[src/rtl/sw_key_ctrl_pkg.sv]
// Shared widths and defaults for the board-input front end and its LED sibling.
// Constants only, no logic.
// Imported by the debounce channel and the sw_key_ctrl top level.
package sw_key_ctrl_pkg;

    localparam int SW_REG_WIDTH  = 10;
    localparam int KEY_REG_WIDTH = 4;
    localparam int LED_REG_WIDTH = 10;

    // 10 ms at 50 MHz; the counter width must be able to hold DEBOUNCE_CYCLES-1
    localparam int DEBOUNCE_CYCLES_DEFAULT = 500000;
    localparam int CNT_WIDTH_DEFAULT       = 20;

    // Switches occupy the low channel indices, keys the high ones
    localparam int NUM_CHANNELS = SW_REG_WIDTH + KEY_REG_WIDTH;

endpackage

[src/rtl/sw_key_ctrl_debounce.sv]
// Single-bit input channel: 2-flop synchroniser, disagreement counter, stable register.
// Stable output flips DEBOUNCE_CYCLES+1 edges after the first edge sampling a steady new level.
// No backpressure; the channel free-runs every cycle.
module sw_key_ctrl_debounce
    import sw_key_ctrl_pkg::*;
#(
    parameter int DEBOUNCE_CYCLES = DEBOUNCE_CYCLES_DEFAULT,
    parameter int CNT_WIDTH       = CNT_WIDTH_DEFAULT
) (
    input  logic clk,
    input  logic rst,
    input  logic din_i,
    output logic dout_o
);

    localparam logic [CNT_WIDTH-1:0] CNT_MAX = CNT_WIDTH'(DEBOUNCE_CYCLES - 1);

    logic                 s1_q;
    logic                 s2_q;
    logic                 st_q;
    logic                 st_d;
    logic [CNT_WIDTH-1:0] cnt_q;
    logic [CNT_WIDTH-1:0] cnt_d;

    // Qualify a level change only after DEBOUNCE_CYCLES consecutive disagreeing cycles;
    // any agreeing cycle restarts the count, so the counter can never wrap
    always_comb begin
        st_d  = st_q;
        cnt_d = cnt_q;
        if (s2_q == st_q) begin
            cnt_d = '0;
        end else if (cnt_q == CNT_MAX) begin
            st_d  = s2_q;
            cnt_d = '0;
        end else begin
            cnt_d = cnt_q + 1'b1;
        end
    end

    // Synchroniser, counter and stable register; reset discards any count in progress
    always_ff @(posedge clk or posedge rst) begin
        if (rst) begin
            s1_q  <= 1'b0;
            s2_q  <= 1'b0;
            st_q  <= 1'b0;
            cnt_q <= '0;
        end else begin
            s1_q  <= din_i;
            s2_q  <= s1_q;
            st_q  <= st_d;
            cnt_q <= cnt_d;
        end
    end

    assign dout_o = st_q;

endmodule

[src/rtl/sw_key_ctrl.sv]
// Debounced switch/key registers with key press pulses, sticky W1C press flags and an IRQ.
// Levels qualify DEBOUNCE_CYCLES+1 edges after a steady pin change; pulse/press one edge later.
// No backpressure; a press and a clear in the same cycle keep the flag set.
module sw_key_ctrl
    import sw_key_ctrl_pkg::*;
#(
    parameter int DEBOUNCE_CYCLES = DEBOUNCE_CYCLES_DEFAULT,
    parameter int CNT_WIDTH       = CNT_WIDTH_DEFAULT
) (
    input  logic                     clk,
    input  logic                     rst,
    input  logic                     sw_0,
    input  logic                     sw_1,
    input  logic                     sw_2,
    input  logic                     sw_3,
    input  logic                     sw_4,
    input  logic                     sw_5,
    input  logic                     sw_6,
    input  logic                     sw_7,
    input  logic                     sw_8,
    input  logic                     sw_9,
    input  logic                     key_0,
    input  logic                     key_1,
    input  logic                     key_2,
    input  logic                     key_3,
    output logic [SW_REG_WIDTH-1:0]  sw_reg,
    output logic [KEY_REG_WIDTH-1:0] key_reg,
    output logic [KEY_REG_WIDTH-1:0] key_pulse,
    output logic [KEY_REG_WIDTH-1:0] key_press,
    input  logic [KEY_REG_WIDTH-1:0] key_press_clr,
    output logic                     key_irq
);

    logic [NUM_CHANNELS-1:0]  raw_in;
    logic [NUM_CHANNELS-1:0]  stable;
    logic [KEY_REG_WIDTH-1:0] key_rise;
    logic [KEY_REG_WIDTH-1:0] key_reg_d_q;
    logic [KEY_REG_WIDTH-1:0] key_pulse_q;
    logic [KEY_REG_WIDTH-1:0] key_press_q;
    logic [KEY_REG_WIDTH-1:0] key_press_d;

    // Keys are active-low at the pin; invert here so every channel is active-high
    assign raw_in = {~key_3, ~key_2, ~key_1, ~key_0,
                     sw_9, sw_8, sw_7, sw_6, sw_5, sw_4, sw_3, sw_2, sw_1, sw_0};

    for (genvar i = 0; i < NUM_CHANNELS; i++) begin : g_chan
        sw_key_ctrl_debounce #(
            .DEBOUNCE_CYCLES (DEBOUNCE_CYCLES),
            .CNT_WIDTH       (CNT_WIDTH)
        ) u_debounce (
            .clk    (clk),
            .rst    (rst),
            .din_i  (raw_in[i]),
            .dout_o (stable[i])
        );
    end

    assign sw_reg  = stable[SW_REG_WIDTH-1:0];
    assign key_reg = stable[NUM_CHANNELS-1:SW_REG_WIDTH];

    // Press edge of the debounced level; releases are ignored
    assign key_rise = key_reg & ~key_reg_d_q;

    // Clear first, then set, so a press coinciding with a clear strobe is not lost
    always_comb begin
        key_press_d = (key_press_q & ~key_press_clr) | key_rise;
    end

    // Delayed key level, registered press pulse and sticky press flags
    always_ff @(posedge clk or posedge rst) begin
        if (rst) begin
            key_reg_d_q <= '0;
            key_pulse_q <= '0;
            key_press_q <= '0;
        end else begin
            key_reg_d_q <= key_reg;
            key_pulse_q <= key_rise;
            key_press_q <= key_press_d;
        end
    end

    assign key_pulse = key_pulse_q;
    assign key_press = key_press_q;
    assign key_irq   = |key_press_q;

endmodule

[config.mk]
export PLATFORM = sky130hd
export DESIGN_NAME = sw_key_ctrl
export DESIGN_NICKNAME = d
export VERILOG_FILES = /design/src/rtl/sw_key_ctrl_pkg.sv /design/src/rtl/sw_key_ctrl_debounce.sv /design/src/rtl/sw_key_ctrl.sv
export SDC_FILE = /design/constraint.sdc
export NUM_CORES = 1
export LEC_CHECK = 0
export CORE_UTILIZATION = 55
export DETAILED_ROUTE_END_ITERATION = 6
export DONT_BUFFER_PORTS = 1
export PLACE_DENSITY = 0.76
export REMOVE_ABC_BUFFERS = 1
export SLEW_MARGIN = 10
export SYNTH_ARGS = -nofsm -noshare
export SYNTH_HDL_FRONTEND = slang
export SYNTH_SLANG_ARGS = --single-unit
[constraint.sdc]
create_clock -name clk -period 15.55 [get_ports clk]
set_input_delay 1.555 -clock clk [delete_from_list [all_inputs] [get_ports clk]]
set_output_delay 1.555 -clock clk [all_outputs]
set_load 0.005 [all_outputs]
Word level (Yosys, flattened, before mapping)
Cells that the tools add are included.
- output and inout port bits: 23
- input port bits: 20
- register bits: 334
- word-level logic and storage cells: 167
- reduce and logical (&&, ||, !) cells: 15
- bitwise gates (word level): 23
- muxes and demuxes: 28
- $add $sub $neg: 14
- eq/ne operators: 28
- operators by type and width (cell ; count):
    2-to-1 mux 20 bit ; 28
    adder 20 x 1 -> 20 bit (second input constant) ; 14
    equality test 20 x 19 -> 1 bit (second input constant) ; 14
    AND reduction 2 bit ; 14
    inverter 1 bit ; 18
    equality test 1 bit ; 14
    AND 4 bit ; 2
    inverter 4 bit ; 2
    bitwise OR 4 bit ; 1
    OR reduction 4 bit ; 1

Logic depth before layout (Yosys ltp)
Gate-level depths: netlist of the first run.
- depth after elaboration: 3
- mapped depth: 7
- depth with buffers taken out: 5

Cells and area by module
A second synthesis of the first run with hierarchy kept.
- cell total of the unflattened synthesis: 1584
- area total of the unflattened synthesis: 16425.8 µm²
- modules (own cells, without submodules) (module ; times used ; cells an instance ; sequential area each (µm²) ; area an instance (µm²)):
    sw_key_ctrl_debounce ; 14 ; 111 ; 575.6 ; 1144.8
    sw_key_ctrl ; 1 ; 30 ; 300.3 ; 397.9

Worst setup path before layout of the first run
No wires, ideal clock.
- path type: register to output
- from: register key_press_q[2] (netlist: key_press[2])
- to: output key_irq
- path slack: 13.086 ns
- cell stages (with the launch flop): 2
- data required time: 13.995 ns
- data arrival time: 0.909 ns
- path buffers: 0
- cells stage by stage: dfrtp_1 or4_1
- cells in the longest elaborated chain, start to end: 1
- RTL lines (element ; RTL line ; source):
    start: declaration ; sw_key_ctrl.sv:39 ; logic [KEY_REG_WIDTH-1:0] key_press_q;
    start signal: assignment ; sw_key_ctrl.sv:78 ; key_press_q <= key_press_d;
    OR reduction 4 bit ; sw_key_ctrl.sv:84 ; assign key_irq = |key_press_q;
    end: declaration ; sw_key_ctrl.sv:31 ; output logic key_irq
Every way passes these cells.

==> results of run 1 <==
==> power by group <==
part | leakage, nW | total [W] | internal, W | switching, W
sequential | 4.57 | 0.000894 | 0.000882 | 0.0000124
combinational | 1.72 | 0.0000512 | 0.0000135 | 0.0000377
clock | 0.615 | 0.000883 | 0.000549 | 0.000334
==> metal layers <==
metal | GRT usage [%] | wire, um | vias up
met4 | 5.194 | 408 | 0
met1 | 27.39 | 13430 | 5596
met3 | 3.388 | 949 | 37
li1 | - | - | 5644
met5 | 0 | 0 | -
met2 | 34.45 | 13860 | 171
==> cell usage after synthesis (19+ instances only) <==
cell type  number  area [um^2]
inv_1          78        292.8
o21ai_0        36        180.2
nand2_1        76        285.3
nor3_1         59        295.3
nor4_1         51        319.1
nand3_1        99        495.5
nand4_1        80        500.5
xnor2_1       154         1349
dfrtp_1       334         8358
nor2_1        249        934.7
or4_1          34        255.2
or3_1          45        281.5
xor2_1         47        411.6
a21oi_1        63        315.3
o31ai_1        19        142.6
==> registers in the layout, summed over array words and instances, names as in the netlist <==
signal and cells:
g_chan.u_debounce.s1_q 14, key_pulse 4, g_chan.u_debounce.cnt_q 280, key_reg_d_q 4
key_press 4, g_chan.u_debounce.dout_o 14, g_chan.u_debounce.s2_q 14
==> area by class of cell <==
cell class | instances | area share (%)
clock buffers | 59 | 6.464
clock inverters | 9 | 0.7222
inverters | 78 | 1.716
well taps | 378 | 2.703
multi-input cells | 1143 | 40.24
repair buffers | 9 | 0.3861
flip-flops and latches | 334 | 47.77
==> stage by stage <==
stage	util, %	total power, W	hold slack (ns)	std cells
final	62.13	0.001829	0.3470	2010
after global routing	62.13	0.001897	0.3584	2010
after CTS	62.09	0.001855	0.3485	2010
after detailed placement	57.62	0.0009630	0.3355	1942
after global placement	57.62	0.0009608	0.3328	1942
after floorplan	-	0.0009466	0.3312	1555
==> critical path, delay by kind of cell <==
| family | cells | cell delay (ns) |
|---|---|---|
| buffers and inverters | 3 | 2.22 |
==> kinds of logic (layout without fill, tap and decap cells) <==
family	count (synthesis)	after routing	synth area share (%)
and+or+nand+nor	768	768	25.11
DFF	334	334	52.51
xor gates and xnor gates	201	201	11.06
AOI/OAI and AO/OA	145	145	5.833
buffers and inverters	123	155	3.333
muxes	15	15	1.053
adders and majority gates	14	14	1.100
==> path summary, 6_finish.rpt <==
path                            cells past startpoint                        endpoint  slack, ns
worst min register to register                      0       g_chan[5].u_debounce.s2_q       0.35
worst max-delay path                                3  g_chan[11].u_debounce.cnt_q[5]      12.09
worst min-delay path                                0       g_chan[5].u_debounce.s2_q       0.35
min in group asynchronous                           1     g_chan[9].u_debounce.dout_o       1.03
worst max register to register                      4  g_chan[9].u_debounce.cnt_q[17]      13.15
max in group clk                                    1                         key_irq      12.51
==> cells in the final DEF (no fill, tap or decap), types with 7 or more instances in the layout <==
cell type and n:
dfrtp_1 334, nor2_1 249, xnor2_1 154, nand3_1 99
nand4_1 80, inv_1 77, nand2_1 76, a21oi_1 63
nor3_1 59, nor4_1 51, xor2_1 47, or3_1 45
clkbuf_16 39, o21ai_0 36, or4_1 34, o31ai_1 19
and4_1 14, nor4b_1 14, mux2_2 14, ha_1 14
clkbuf_1 12, or2_2 10, and3_1 9, buf_4 9
clkbuf_8 8, a31o_2 7
==> flow_metrics.env, run 1 <==
export IMPL_avgRoutedWirePerCell_um=14.25
export IMPL_cpMostUsedCell="buf_4"
export IMPL_setup_tns_ns=0
export IMPL_vias_per_cell=5.696
export IMPL_cts_num_sinks=334
export IMPL_fin_crit_ns=3.462
export IMPL_fin_ws_ns=12.09
export IMPL_crit_path_max_fanout=109
export IMPL_async_reset_ff_share_pct=100.0
export IMPL_slowest_stage="buf_4"
export IMPL_critPathRequiredTime_ns=16.05
export IMPL_die_area_um2=29630
export IMPL_wl_um=28640
export IMPL_hpwl_um=18800
export IMPL_multi_input_area_um2=7042
export IMPL_dr_total_vias=11450
export IMPL_dp_slack_ns=11.39
export IMPL_worst_path_largest_cell_delay_ns=0.89
export IMPL_final_area_um2=17500
export IMPL_rsz0062_at_grt="no"
export IMPL_worstMarginPinSlew_ns=0.9897
export IMPL_die_w_um=172.1
export IMPL_final_layout_size_suffix_gt1_share_pct=7.169
export IMPL_crit_start="rst"
export IMPL_root_buffer="clkbuf_16"
export IMPL_synth_main_ff_cell="dfrtp_1"
export IMPL_setup_violations_final=0
export IMPL_ios=43
export IMPL_cts_buffers_inserted=37
export IMPL_antenna_found_initial=0
export IMPL_layout_nets=1637
export IMPL_drtIter0Drc=798
export IMPL_die_h_um=172.1
export IMPL_critPathCaptureType="async pin"
export IMPL_cts_resized=0
export IMPL_path_clk_slew_ns=0.05
export IMPL_vdd_drop_max_mv=0.1088
export IMPL_avgSynthCellArea_um2=9.949
export IMPL_path_class="input port to async pin"
export IMPL_initial_core_util_pct=56.52
export IMPL_grt_total_usage_pct=20.40
export IMPL_grt_pass1_wl_um=50640
export IMPL_status="completed"
export IMPL_timing_final_crit_share_pct=22.26
export IMPL_yosysSeqAreaShare_pct=52.51
export IMPL_p_per_area_nw_per_um2=104.5
export IMPL_max_freq_mhz=288.9
export IMPL_clock_skew_final_ns=0.01477
export IMPL_start_kind="input port"
export IMPL_core_um2=28160
export IMPL_gp_congestion=0.8249
export IMPL_diodes=0
export IMPL_syn_cell_area_um2=15920
export IMPL_arrival_ns=3.96
export IMPL_worstPathCellList="inv_8 > buf_4 > buf_4"
export IMPL_slew_headroom_pct=34.02
export IMPL_synth_distinct_cells=52
export IMPL_place_port_buffers=0
export IMPL_synth_edf_count=0
export IMPL_hold_class="flop to flop"
export IMPL_clockBufferDepth=3
export IMPL_holdBufCountCts=0
export IMPL_area_delta_synth_final_pct=9.927
export IMPL_placed_cell_area_um2=16230
export IMPL_syn_inst=1600
export IMPL_drc_errors=0
export IMPL_regArea_um2=8358
export IMPL_h_tree_depth=2
export IMPL_drv_slew=0
export IMPL_drv_cap=0
export IMPL_r2r_start="g_chan[9].u_debounce.cnt_q[15]"
export IMPL_leakagePower_nw=6.904
export IMPL_cts_setup_buffers=0
export IMPL_drtAntennaViolNets=0
export IMPL_firstDrtPassIters=5
export IMPL_num_fill_cells=2235
export IMPL_cts_tree="built"
export IMPL_rows=61
export IMPL_grt_max_degree=110
export IMPL_yosys_warnings=0
export IMPL_overflow=0
export IMPL_worstSkewPairLatency_ns=0.51
export IMPL_ys_seq_elements=334
export IMPL_hold_viol_final=0
export IMPL_worstHoldStart="g_chan[5].u_debounce.s1_q"
export IMPL_grt_pass1_vias=11140
Power figures use the tool's default switching activity.
==> run 2, diff against run 1 <==
--- a/config.mk
+++ b/config.mk
@@ -8,7 +8,7 @@
 export CORE_UTILIZATION = 55
 export DETAILED_ROUTE_END_ITERATION = 6
 export DONT_BUFFER_PORTS = 1
-export PLACE_DENSITY = 0.76
+export PLACE_DENSITY = 0.79
 export REMOVE_ABC_BUFFERS = 1
 export SLEW_MARGIN = 10
 export SYNTH_ARGS = -nofsm -noshare
==> constraint.sdc (replaced) <==
create_clock -name clk -period 3.1 [get_ports clk]
set_input_delay 0.31 -clock clk [delete_from_list [all_inputs] [get_ports clk]]
set_output_delay 0.31 -clock clk [all_outputs]
set_load 0.005 [all_outputs]
==> flow_metrics.env, run 2 (synthesis results as in run 1) <==
export IMPL_place_port_buffers=0
export IMPL_final_core_util_pct=63.25
export IMPL_critPathRequiredTime_ns=3.52
export IMPL_use_met3_pct=3.319
export IMPL_antenna_found_initial=0
export IMPL_initial_core_util_pct=56.52
export IMPL_die_h_um=172.1
export IMPL_overflow=0
export IMPL_rows=61
export IMPL_leakagePower_nw=7.057
export IMPL_r2r_start="g_chan[3].u_debounce.cnt_q[0]"
export IMPL_start_kind="flop"
export IMPL_root_buffer="clkbuf_16"
export IMPL_area_delta_synth_final_pct=11.92
export IMPL_worstHoldStart="g_chan[5].u_debounce.s1_q"
export IMPL_slew_headroom_pct=38.57
export IMPL_final_layout_size_suffix_gt1_share_pct=7.790
export IMPL_cts_tree="built"
export IMPL_hold_class="flop to flop"
export IMPL_final_area_um2=17810
export IMPL_layout_nets=1663
export IMPL_avgRoutedWirePerCell_um=14.62
export IMPL_die_area_um2=29630
export IMPL_worstSkewPairLatency_ns=0.52
export IMPL_core_um2=28160
export IMPL_path_clk_slew_ns=0.05
export IMPL_grt_pass1_wl_um=52740
export IMPL_layout_common_cells="334 x dfrtp_1, 249 x nor2_1, 154 x xnor2_1"
export IMPL_drv_cap=0
export IMPL_firstDrtPassIters=5
export IMPL_wl_um=29740
export IMPL_regMostFlops="g_chan.u_debounce.cnt_q"
export IMPL_clock_skew_final_ns=0.02003
export IMPL_grt_pass1_vias=11790
export IMPL_critPathCaptureType="flop"
export IMPL_drtAntennaViolNets=0
export IMPL_diodes=0
export IMPL_setup_violations_final=0
export IMPL_clockBufferDepth=3
export IMPL_grt_total_usage_pct=21.31
export IMPL_largest_register_ffs=280
export IMPL_drv_slew=0
export IMPL_ios=43
export IMPL_vias_per_cell=5.767
export IMPL_crit_path_max_fanout=8
export IMPL_p_per_area_nw_per_um2=523.4
export IMPL_grt_busiest_layer="met2"
export IMPL_crit_start="g_chan[3].u_debounce.cnt_q[0]"
export IMPL_layout_commonest_cell="dfrtp_1"
export IMPL_arrival_ns=2.65
export IMPL_cts_num_sinks=334
export IMPL_path_class="flop to flop"
export IMPL_status="completed"
export IMPL_drc_errors=0
export IMPL_setup_tns_ns=0
export IMPL_vdd_drop_max_mv=0.4913
export IMPL_dr_total_vias=11730
export IMPL_grt_use_met2_pct=36.15
export IMPL_max_freq_mhz=447.5
export IMPL_placed_cell_area_um2=16330
export IMPL_worstMarginPinSlew_ns=0.9115
export IMPL_cts_buffers_inserted=37
export IMPL_hpwl_um=19690
export IMPL_timing_final_crit_share_pct=72.08
export IMPL_hold_viol_final=0
export IMPL_fin_ws_ns=0.8655
export IMPL_rsz0062_at_grt="no"
export IMPL_dp_cells=1949
export IMPL_h_tree_depth=2
export IMPL_fin_crit_ns=2.234
export IMPL_gp_congestion=0.8331
export IMPL_grt_max_degree=93
export IMPL_instances_no_fill=2034
export IMPL_dp_slack_ns=0.8426
export IMPL_use_met1_pct=28.22
export IMPL_die_w_um=172.1
export IMPL_drtIter0Drc=760
run 2: worst paths after layout:
kind                            slack, ns                             end  cells after the start
worst max register to register       0.87  g_chan[3].u_debounce.cnt_q[18]                      5
worst max-delay path                 0.87  g_chan[3].u_debounce.cnt_q[18]                      5
max in group asynchronous            1.80  g_chan[12].u_debounce.cnt_q[2]                      3
worst min-delay path                 0.35       g_chan[5].u_debounce.s2_q                      0
min in group asynchronous            0.39       g_chan[3].u_debounce.s2_q                      2
worst min register to register       0.35       g_chan[5].u_debounce.s2_q                      0
run 2: through the flow:
| step | power [W] | hold WS, ns |
|---|---|---|
| 2_1_floorplan | 0.004748 | 0.3312 |
| 4_1_cts | 0.009452 | 0.3243 |
| 6_report | 0.009324 | 0.3454 |
| 3_3_place_gp | 0.004830 | 0.3123 |
| 3_5_place_dp | 0.004845 | 0.3217 |
| 5_1_grt | 0.009664 | 0.3313 |
run 2: what timing repair did:
action,in CTS,in global routing
hold buffers,19,0
endpoints found under the setup margin,0,0
resized for setup,0,0
endpoints found under the hold margin,106,0
buffers inserted,0,0
run 2: report_power, final:
part	internal [W]	total, W	switching (W)	leakage, nW
clock network	0.00283	0.00455	0.00171	0.641
registers	0.00442	0.00449	0.0000628	4.57
logic	0.0000953	0.000292	0.000197	1.85
total	0.00735	0.00932	0.00197	7.06
run 2: layout make-up:
type,count,area (um^2)
Timing Repair Buffer,35,360.3
Clock buffer,49,1062
Multi-Input combinational cell,1143,7029
Clock inverter,17,231.5
Inverter,78,300.3
Tap cell,378,473.0
Fill cell,2161,10350
Sequential cell,334,8358
run 2: routing by layer:
| metal | vias up | wire (um) |
|---|---|---|
| met2 | 260 | 14400 |
| met4 | 0 | 634 |
| li1 | 5685 | - |
| met1 | 5730 | 13440 |
| met3 | 55 | 1262 |
| met5 | - | 0 |
run 2: critical path, cell delays in order, from the launching register on:
cell and delay (ns):
dfrtp_1 0.38, ha_1 0.25, nand4_2 0.25, or4_1 0.65, or4_1 0.43, a21oi_1 0.18
==> run 3, diff against run 2 <==
==> constraint.sdc (replaced) <==
create_clock -name clk -period 1.9 [get_ports clk]
set_input_delay 0.19 -clock clk [delete_from_list [all_inputs] [get_ports clk]]
set_output_delay 0.19 -clock clk [all_outputs]
set_load 0.005 [all_outputs]
==> flow_metrics.env, run 3 (synthesis results as in run 1) <==
export IMPL_worstPathCellList="ha_1 > nand3_1 > nor4_2 > a31o_2 > buf_4 > nor2_1"
export IMPL_area_delta_synth_final_pct=18.44
export IMPL_drv_cap=0
export IMPL_hold_viol_final=0
export IMPL_drtIter0Drc=777
export IMPL_worstSkewPairLatency_ns=0.52
export IMPL_cts_buffers_inserted=37
export IMPL_setup_violations_final=0
export IMPL_cts_num_sinks=334
export IMPL_max_freq_mhz=526.7
export IMPL_start_kind="flop"
export IMPL_hpwl_um=21010
export IMPL_fin_crit_ns=1.899
export IMPL_die_h_um=172.1
export IMPL_core_um2=28160
export IMPL_path_clk_slew_ns=0.06
export IMPL_internal_power_w=0.01169
export IMPL_p_switching_w=0.003263
export IMPL_worstMarginPinSlew_ns=0.5474
export IMPL_h_tree_depth=2
export IMPL_switching_share_pct=21.83
export IMPL_rsz0062_at_grt="yes"
export IMPL_initial_core_util_pct=56.52
export IMPL_wl_um=32530
export IMPL_holdPathStages=1
export IMPL_final_core_util_pct=66.94
export IMPL_clockPowerShare_pct=47.2
export IMPL_diodes=0
export IMPL_holdWs_ns=0.2306
export IMPL_hold_class="input port to flop"
export IMPL_grt_pass1_wl_um=55990
export IMPL_root_buffer="clkbuf_16"
export IMPL_die_area_um2=29630
export IMPL_dr_total_vias=12270
export IMPL_drc_errors=0
export IMPL_grt_max_degree=72
export IMPL_clock_skew_final_ns=0.02567
export IMPL_grt_total_usage_pct=22.71
export IMPL_seqPwrFrac_pct=49.0
export IMPL_p_per_area_nw_per_um2=792.9
export IMPL_largest_register_ffs=280
export IMPL_path_class="flop to flop"
export IMPL_leakagePower_nw=7.606
export IMPL_setup_tns_ns=0
export IMPL_slowest_stage="dfrtp_1"
export IMPL_vias_per_cell=5.702
export IMPL_antenna_found_initial=0
export IMPL_finalPower_w=0.01495
export IMPL_firstDrtPassIters=7
export IMPL_final_layout_size_suffix_gt1_share_pct=15.62
export IMPL_gp_congestion=0.8587
export IMPL_pwr_share_comb_pct=3.8
export IMPL_crit_path_max_fanout=7
export IMPL_drv_slew=0
export IMPL_avgRoutedWirePerCell_um=15.13
export IMPL_vdd_drop_max_mv=0.8212
export IMPL_r2r_cells=6
export IMPL_place_port_buffers=0
export IMPL_regMostFlops="g_chan.u_debounce.cnt_q"
export IMPL_dp_slack_ns=0.005674
export IMPL_arrival_ns=2.30
export IMPL_critPathRequiredTime_ns=2.30
export IMPL_slew_headroom_pct=63.17
export IMPL_layout_commonest_cell="dfrtp_1"
export IMPL_drtAntennaViolNets=0
export IMPL_cts_tree="built"
export IMPL_grt_pass1_vias=12190
export IMPL_die_w_um=172.1
export IMPL_timing_final_crit_share_pct=99.93
export IMPL_clockBufferDepth=3
export IMPL_critPathCaptureType="flop"
export IMPL_rows=61
export IMPL_layout_nets=1781
export IMPL_layout_common_cells="330 x dfrtp_1, 249 x nor2_1, 154 x xnor2_1"
export IMPL_fin_ws_ns=0.001362
export IMPL_ios=43
export IMPL_worst_path_largest_cell_delay_ns=0.43
export IMPL_status="completed"
export IMPL_overflow=0
==> run 3: cell types whose count changed in the layout (fill, tap and decap cells not counted), moves of 4 or more <==
| cell | delta |
|---|---|
| buf_4 | +112 |
| buf_6 | +4 |
| dfrtp_1 | -4 |
| dfrtp_2 | +4 |
| ha_1 | -4 |
| nor4_1 | -8 |
| nor4_2 | +8 |
| or4_1 | -8 |
| or4_4 | +8 |
==> run 3: path summary, 6_finish.rpt <==
| kind | from | endpoint | slack (ns) |
|---|---|---|---|
| max reg2reg | g_chan[13].u_debounce.cnt_q[0] | g_chan[13].u_debounce.cnt_q[15] | 0.001 |
| min | sw_7 | g_chan[7].u_debounce.s1_q | 0.23 |
| max | g_chan[13].u_debounce.cnt_q[0] | g_chan[13].u_debounce.cnt_q[15] | 0.001 |
| max in group asynchronous | rst | g_chan[10].u_debounce.cnt_q[11] | 0.92 |
| min in group asynchronous | rst | g_chan[3].u_debounce.cnt_q[18] | 0.24 |
| min reg2reg | g_chan[1].u_debounce.s1_q | g_chan[1].u_debounce.s2_q | 0.35 |
==> run 3: worst max-delay path, delay by kind of cell (launching register included) <==
family / cells / cell delay, ns
flops: 1 / 0.43
compound gates: 1 / 0.24
buf+inv: 1 / 0.16
simple gates: 3 / 0.69
fa+ha+maj: 1 / 0.25
==> run 3: area by class of cell <==
cell class                      instances  area [um^2]
Clock buffer                           53         1087
Clock inverter                         12        126.4
Fill cell                            2033         9310
Inverter                               78        300.3
Multi-Input combinational cell       1143         7217
Sequential cell                       334         8363
Tap cell                              378        473.0
Timing Repair Buffer                  153         1286
==> run 3: power by group through the flow <==
| stage | sequential, W | clock (W) | combinational (W) |
|---|---|---|---|
| 6_report | 0.00732 | 0.00706 | 0.000567 |
| 3_3_place_gp | 0.00743 | 0 | 0.000503 |
| 3_5_place_dp | 0.00744 | 0 | 0.000516 |
| 2_1_floorplan | 0.00743 | 0 | 0.000319 |
| 4_1_cts | 0.00731 | 0.00724 | 0.000558 |
| 5_1_grt | 0.00733 | 0.00752 | 0.000649 |
==> run 3: metal layers <==
metal / vias to the layer above / routed length [um] / global-route usage, %
li1: 5916 / - / -
met1: 6045 / 14560 / 30.16
met2: 236 / 16050 / 38.80
met3: 69 / 1215 / 3.067
met4: 0 / 709 / 6.733
met5: - / 0 / 0
==> run 3: stage by stage <==
stage                     cell area [um^2]  instances
after floorplan                      15680       1555
after global placement               17160       2056
after detailed placement             17160       2056
after CTS                            18570       2140
after global routing                 18850       2151
final                                18850       2151
==> run 3: repair_timing <==
item,in CTS,in global routing
endpoints found under the hold margin,162,0
setup endpoints to repair,1,100
hold buffers,19,0
pin swaps,1,7
setup buffers,0,10
cloned,0,1
gates resized for setup,1,47
